### src/rtl/uart_tx.sv
// uart_tx: 8-bit asynchronous serial transmitter with a one-entry holding
// register, optional even/odd parity bit and one or two stop bits.
module uart_tx #(
    parameter int CLKS_PER_BIT = 10416,
    parameter int PARITY_EN    = 0,
    parameter int PARITY_ODD   = 0,
    parameter int STOP_BITS    = 1
) (
    input  logic       i_clk,
    input  logic       i_rst,
    input  logic [7:0] i_data,
    input  logic       i_valid,
    output logic       o_ready,
    output logic       o_tx,
    output logic       o_busy,
    output logic       o_done
);

    localparam int CNT_W = (CLKS_PER_BIT > 1) ? $clog2(CLKS_PER_BIT) : 1;
    localparam logic [CNT_W-1:0] CNT_LAST = CNT_W'(CLKS_PER_BIT - 1);

    typedef enum logic [2:0] {
        IDLE   = 3'd0,
        START  = 3'd1,
        DATA   = 3'd2,
        PARITY = 3'd3,
        STOP   = 3'd4
    } state_t;

    state_t           state_q, state_d;
    logic [CNT_W-1:0] cnt_q, cnt_d;
    logic [2:0]       bit_idx_q, bit_idx_d;
    logic             stop_idx_q, stop_idx_d;
    logic             hold_full_q, hold_full_d;
    logic [7:0]       hold_q, hold_d;
    logic [7:0]       shift_q, shift_d;
    logic             par_q, par_d;
    logic             tx_q, tx_d;
    logic             done_q, done_d;

    logic             bit_end;
    logic             accept;
    logic             load;

    assign bit_end = (cnt_q == CNT_LAST);
    // The holding register only takes a byte while empty, so an accept can
    // never coincide with the holding-to-shifter transfer.
    assign accept  = i_valid && !hold_full_q;

    // Next-state, counters, holding/shift register and registered line level.
    always_comb begin
        state_d     = state_q;
        bit_idx_d   = bit_idx_q;
        stop_idx_d  = stop_idx_q;
        hold_full_d = hold_full_q;
        hold_d      = hold_q;
        shift_d     = shift_q;
        par_d       = par_q;
        done_d      = 1'b0;
        load        = 1'b0;
        tx_d        = 1'b1;
        cnt_d       = (state_q == IDLE || bit_end) ? '0 : cnt_q + 1'b1;

        case (state_q)
            IDLE: begin
                if (hold_full_q) begin
                    load = 1'b1;
                end
            end
            START: begin
                if (bit_end) begin
                    state_d   = DATA;
                    bit_idx_d = 3'd0;
                end
            end
            DATA: begin
                if (bit_end) begin
                    shift_d = {1'b0, shift_q[7:1]};
                    if (bit_idx_q == 3'd7) begin
                        state_d    = (PARITY_EN != 0) ? PARITY : STOP;
                        stop_idx_d = 1'b0;
                    end else begin
                        bit_idx_d = bit_idx_q + 3'd1;
                    end
                end
            end
            PARITY: begin
                if (bit_end) begin
                    state_d    = STOP;
                    stop_idx_d = 1'b0;
                end
            end
            STOP: begin
                if (bit_end) begin
                    if (STOP_BITS == 2 && !stop_idx_q) begin
                        stop_idx_d = 1'b1;
                    end else begin
                        done_d = 1'b1;
                        if (hold_full_q) begin
                            load = 1'b1;
                        end else begin
                            state_d = IDLE;
                        end
                    end
                end
            end
            default: begin
                state_d = IDLE;
            end
        endcase

        // Move the held byte into the shifter; parity is fixed at this point
        // so later i_data activity cannot disturb the frame.
        if (load) begin
            state_d     = START;
            shift_d     = hold_q;
            par_d       = (^hold_q) ^ (PARITY_ODD != 0);
            hold_full_d = 1'b0;
            bit_idx_d   = 3'd0;
            stop_idx_d  = 1'b0;
        end

        if (accept) begin
            hold_full_d = 1'b1;
            hold_d      = i_data;
        end

        // Line level follows the state being entered so o_tx is registered
        // yet aligned with the state register.
        case (state_d)
            START:   tx_d = 1'b0;
            DATA:    tx_d = shift_d[0];
            PARITY:  tx_d = par_d;
            default: tx_d = 1'b1;
        endcase
    end

    // Control state with asynchronous reset: aborts any frame and drops the held byte.
    always_ff @(posedge i_clk or posedge i_rst) begin
        if (i_rst) begin
            state_q     <= IDLE;
            cnt_q       <= '0;
            bit_idx_q   <= 3'd0;
            stop_idx_q  <= 1'b0;
            hold_full_q <= 1'b0;
            tx_q        <= 1'b1;
            done_q      <= 1'b0;
        end else begin
            state_q     <= state_d;
            cnt_q       <= cnt_d;
            bit_idx_q   <= bit_idx_d;
            stop_idx_q  <= stop_idx_d;
            hold_full_q <= hold_full_d;
            tx_q        <= tx_d;
            done_q      <= done_d;
        end
    end

    // Data payload registers; their contents are qualified by the control state.
    always_ff @(posedge i_clk) begin
        hold_q  <= hold_d;
        shift_q <= shift_d;
        par_q   <= par_d;
    end

    assign o_ready = !hold_full_q;
    assign o_busy  = (state_q != IDLE);
    assign o_tx    = tx_q;
    assign o_done  = done_q;

endmodule

### config.mk
export PLATFORM = sky130hd
export DESIGN_NAME = uart_tx
export DESIGN_NICKNAME = d
export VERILOG_FILES = /design/src/rtl/uart_tx.sv
export SDC_FILE = /design/constraint.sdc
export NUM_CORES = 1
export LEC_CHECK = 0
export CORE_ASPECT_RATIO = 1.1
export CORE_MARGIN = 2
export CORE_UTILIZATION = 46
export DETAILED_ROUTE_END_ITERATION = 10
export GPL_TIMING_DRIVEN = 0
export PLACE_DENSITY = 0.75
export REMOVE_ABC_BUFFERS = 1
export SETUP_SLACK_MARGIN = 0.15
export SLEW_MARGIN = 10
export SYNTH_ARGS = -nofsm -noshare
export SYNTH_HDL_FRONTEND = slang
export SYNTH_SLANG_ARGS = --single-unit
### constraint.sdc
create_clock -name i_clk -period 5.6 [get_ports i_clk]
set_clock_uncertainty 0.05 [all_clocks]
set_input_delay 0.56 -clock i_clk [delete_from_list [all_inputs] [get_ports i_clk]]
set_output_delay 0.56 -clock i_clk [all_outputs]
set_load 0.1 [all_outputs]
Word-level counts from Yosys, hierarchy flattened

Cells that the tools add are included.

Flip-flop bits (word level): 40
Latch bits: 0
Bits in writable memories: 0
Bits in read-only memories: 0
Input port bits: 11
Output and inout bits: 4
Logic and storage cells: 62
Memories kept: 0

Add/subtract/negate cells: 2
Multiply operators: 0
Div/mod/pow operators: 0
Order comparisons: 0
Equal/unequal tests: 12
Shift-type cells: 0
Muxes and demuxes: 26
Bitwise operators: 0
Reductions and logical operators: 12

Operators with widths:

| operator                | count |
|---|---|
| $mux W3                 | 11 |
| $mux W8                 | 3 |
| $pmux W3 S5             | 1 |
| $add A14 B1 Y14 const B | 1 |
| $eq A14 B14 Y1 const B  | 1 |
| $mux W14                | 1 |
| $eq A3 B2 Y1 const B    | 4 |
| $ne A3 B3 Y1 const B    | 3 |
| $reduce_xor A8 Y1       | 1 |
| $mux W1                 | 7 |
| $eq A3 B1 Y1 const B    | 2 |
| $eq A3 B3 Y1 const B    | 2 |
| $pmux W3 S2             | 1 |
| $reduce_bool A2 Y1      | 3 |
| $reduce_bool A3 Y1      | 2 |
| $reduce_and A4 Y1       | 1 |
| $add A3 B1 Y3 const B   | 1 |
| $logic_not A3 Y1        | 1 |
| $pmux W1 S3             | 1 |
| $pmux W1 S2             | 1 |
| $reduce_and A2 Y1       | 1 |
| $logic_and A1 B1 Y1     | 1 |
| $logic_not A1 Y1        | 1 |
| $logic_or A1 B1 Y1      | 1 |

Logic depth before layout (Yosys ltp)

Word-level depth: 7
Mapped depth: 7

Worst setup path before layout

No wires, ideal clock.

Path kind: register to register
Start: register state_q[0]
End: register cnt_q[10]
Library setup time: 132 ps
Arrival time: 1944 ps
Slack: 3474 ps
Stages on the path, launching flop included: 6
Path buffers: 2
Cell sequence: dfrtp_1 > buf_1 > or3_1 > nand2_1 > clkbuf_1 > nor2_1

Longest elaborated chain between the ends: 3

Ends and longest elaborated chain:

| item                     | RTL line | source |
|---|---|---|
| start: declaration       | 30       | `state_t state_q, state_d;` |
| start signal: assignment | 149      | `state_q <= state_d;` |
| $logic_not A3 Y1         | 62       | `cnt_d = (state_q == IDLE \|\| bit_end) ? '0 : cnt_q + 1'b1;` |
| $logic_or A1 B1 Y1       | 62       |  |
| $mux W14                 | 62       |  |
| named net cnt_d[10]      | 31       | `logic [CNT_W-1:0] cnt_q, cnt_d;` |
| end signal: assignment   | 150      | `cnt_q <= cnt_d;` |
| end: declaration         | 31       |  |

The timed path passes the listed nets, and every way through them passes these cells.
A chain may end at the register's enable or synchronous reset.

Final worst setup path

Start: register state_q[0]
End: output o_busy

Longest elaborated chain between the ends: 1

Ends and longest elaborated chain:

| item               | RTL line | source |
|---|---|---|
| $reduce_bool A3 Y1 | 167      | `assign o_busy = (state_q != IDLE);` |
| end: declaration   | 15       | `output logic o_busy,` |

No other way between the ends.

==> metrics.md <==
| Metric | Value |
|---|---|
| Async set or reset register ratio after synthesis | `57.5%` |
| # IOs | `15` |
| CP startpoint | `state_q[0]` |
| Top delay family on crit path | `buffers and inverters` |
| Most common library cells after synthesis | `dfrtp_1 (22), nor2_1 (20), edfxtp_1 (15)` |
| Synth Area per Inst | `about 12 um2` |
| Final setup viols | `0` |
| Cells after Synth | `160` |
| Min-Delay Path Class | `flip-flop to flip-flop` |
| First-pass GRT wire length | `about 5700 um` |
| Clock latency on the worst-skew pair | `0.29 ns` |
| Slew margin rel. | `between 30% and 40%` |
| H-Tree Depth | `2` |
| Inserted Clock Buffers | `5` |
| Largest net degree at the start of global routing | `24` |
| Die area | `4580 um2` |
| Post-synth cell types | `43` |
| IO Port Bufs | `14` |
| Initial antenna violation count | `0` |
| Register area share after synthesis | `between 50% and 60%` |
| Area delta synth->final | `16.7%` |
| R2r endpoint | `shift_q[2]` |
| Pwr Density | `between 300 and 400 nW/um2` |
| # Post-CTS Setup Buffers | `0` |
| Net Sw Power | `around 0.17 mW` |
| Max cap viols | `0` |
| Core Region | `3930 um2` |
| Vias per cell | `~5.4` |
| Net Sw Frac | `23.8%` |
| Die Y | `around 71 um` |
| CTS clk-pin slew, worst paths | `0.08 ns` |
| Total power draw | `between 0.6 and 0.7 mW` |
| EDFF count, synth | `15` |
| Gpl congestion | `0.781` |
| Antenna Cells | `0` |
| Maximum clock frequency | `between 0.3 and 0.4 GHz` |
| Starting Density | `a little under half` |
| Number of global-route vias before repair | `1288` |
| FF+latch count, synth | `40` |
| Remaining antenna violation count | `0` |
| Worst Tran Pin Value | `0.971 ns` |
| Sequential Power Share | `between 50% and 60%` |
| Final hold vios | `0` |
| Mapped cell area | `1860 um2` |
| Synth top area share | `between 20% and 30%` |
| Post-route DRC | `0` |
| Crit path max-delay cell type | `clkdlybuf4s50_1` |
| Critical Path End | `o_busy` |
| RSZ-0062 raised after global routing | `no` |
| PostCTS Resize Cnt | `0` |
| Share of post-route cells with drive strength above 1 | `under 10%` |
| Crit share post-route | `about 52%` |
| GRT overflow | `0` |
| Peak per-stage delay on the critical path | `1.15 ns` |
| Ys Warns | `0` |
| DRT Wirelength | `about 3100 um` |
| CTS sink cnt | `40` |
| Most frequent cell after synthesis | `dfrtp_1` |
| Drt first pass iters | `4` |
| Cell Area, Placed | `just over 2000 um2` |
| Cell accounting for the most synthesized area | `dfrtp_1` |
| Worst path cell trace | `or3_1 > clkdlybuf4s50_1` |
| Cell row count | `24` |
| Data required, critical path | `4.99 ns` |
| Leakage power | `a little under 0.9 nW` |
| CP Max Fanout | `14` |
| Vias | `between 1k and 1.5k` |
| Worst vdd ir | `roughly 0.15 mV` |
| CTS Buffer Depth | `2` |
| Clock period minus worst slack | `slightly below 3 ns` |
| Top FF cell, synth | `dfrtp_1` |
| Pint | `0.533 mW` |
| CP startpoint kind | `flip-flop` |
| CP Buf/Inv Count | `1` |
| CP Depth | `2` |
| Post-layout util | `a little under three fifths` |
| Routed len/inst | `between 10 and 15 um` |
| Reg2Reg Setup Slack | `approximately 2.9 ns` |
| Clk network pwr share | `37.3%` |
| Clk root buf | `clkbuf_8` |
| Nets | `190` |
| Total global-route track usage | `between 10% and 20%` |
| CTS tree | `done` |
| Max-slew violation count | `0` |
| Reg2Reg Launch Point | `cnt_q[0]` |
| Ranking of synthesized cells by area | `dfrtp_1 (30%), edfxtp_1 (24%), xnor2_1 (5.2%)` |
| Critical path class | `flip-flop to primary output` |
| Chip Width | `around 65 um` |
| Final instance area | `approximately 2200 um2` |
| Setup_tns | `0 ns` |
| Setup crit end kind | `primary output` |
| R2R depth | `5` |
| Hold buffer count at cts | `0` |
| DP HPWL | `roughly 2200 um` |
| Status | `complete, no violations` |
| Logic pwr share | `between 10% and 20%` |
| DR iter-0 viols | `73` |
| Crit path DAT | `2.28 ns` |
## layout make-up
type | count | area (um2)
Fill cell | 345 | 1760
Tap cell | 52 | 65.1
Multi-Input combinational cell | 111 | 761
Timing Repair Buffer | 14 | 140
Clock buffer | 7 | 97.6
Inverter | 4 | 15.0
Clock inverter | 1 | 30.0
Sequential cell | 40 | 1070
## placed cells by master (no fill, tap or decap), types with 4 or more instances in the layout
cell type	count
nor3_1	4
nand3_1	7
nand2_1	9
dfrtp_1	22
edfxtp_1	15
xnor2_1	11
a22o_1	8
clkbuf_8	5
inv_1	4
xor2_1	8
and3_1	4
nor2_1	20
clkdlybuf4s50_1	14
## kinds of logic after synthesis
kind of cell	count (synthesis)	synth area share, %
AO/OA/AOI/OAI	21	8.99
XOR/XNOR	19	8.93
flip-flops	40	57.2
adder cells (fa/ha/maj)	3	2.01
AND/OR/NAND/NOR	65	19.3
buffers and inverters	9	1.95
multiplexers	3	1.61
## power by group through the flow
stage / sequential [mW] / clock, mW / combinational, mW
detailed placement: 0.368 / 0 / 0.0763
global route: 0.368 / 0.279 / 0.0894
CTS: 0.362 / 0.264 / 0.0776
global placement: 0.367 / 0 / 0.0748
finish: 0.362 / 0.261 / 0.0771
floorplan: 0.361 / 0 / 0.0611
## worst min path at each step
| stage | startpoint | to | slack, ns | cells after the start |
|---|---|---|---|---|
| after floorplan | cnt_q[0] | cnt_q[0] | 0.41 | 1 |
| after global placement | par_q | par_q | 0.43 | 2 |
| after detailed placement | cnt_q[0] | cnt_q[0] | 0.44 | 1 |
| after CTS | cnt_q[0] | cnt_q[0] | 0.45 | 1 |
| after global routing | cnt_q[0] | cnt_q[0] | 0.46 | 1 |
| final | cnt_q[0] | cnt_q[0] | 0.44 | 1 |
## stage by stage
stage,cells,setup slack [ns],hold WS (ns)
after floorplan,155,3.31,0.405
after global placement,221,3.01,0.429
after detailed placement,221,2.94,0.435
after CTS,229,2.69,0.446
after global routing,229,2.60,0.461
final,229,2.71,0.441
## state kept, by name, indices dropped and copies added (netlist names)
name,flops
bit_idx_q,3
cnt_q,14
hold_full_q,1
hold_q,8
o_done,1
o_tx,1
par_q,1
shift_q,8
state_q,3
## layer usage
| layer | track usage, % | vias up | wire [um] |
|---|---|---|---|
| li1 | - | 606 | - |
| met1 | 19.6 | 607 | 1360 |
| met2 | 27.4 | 30 | 1610 |
| met3 | 4.45 | 4 | 131 |
| met4 | 5.20 | 0 | 29 |
| met5 | 0 | - | 0 |
(Power assumes the default switching activity.)
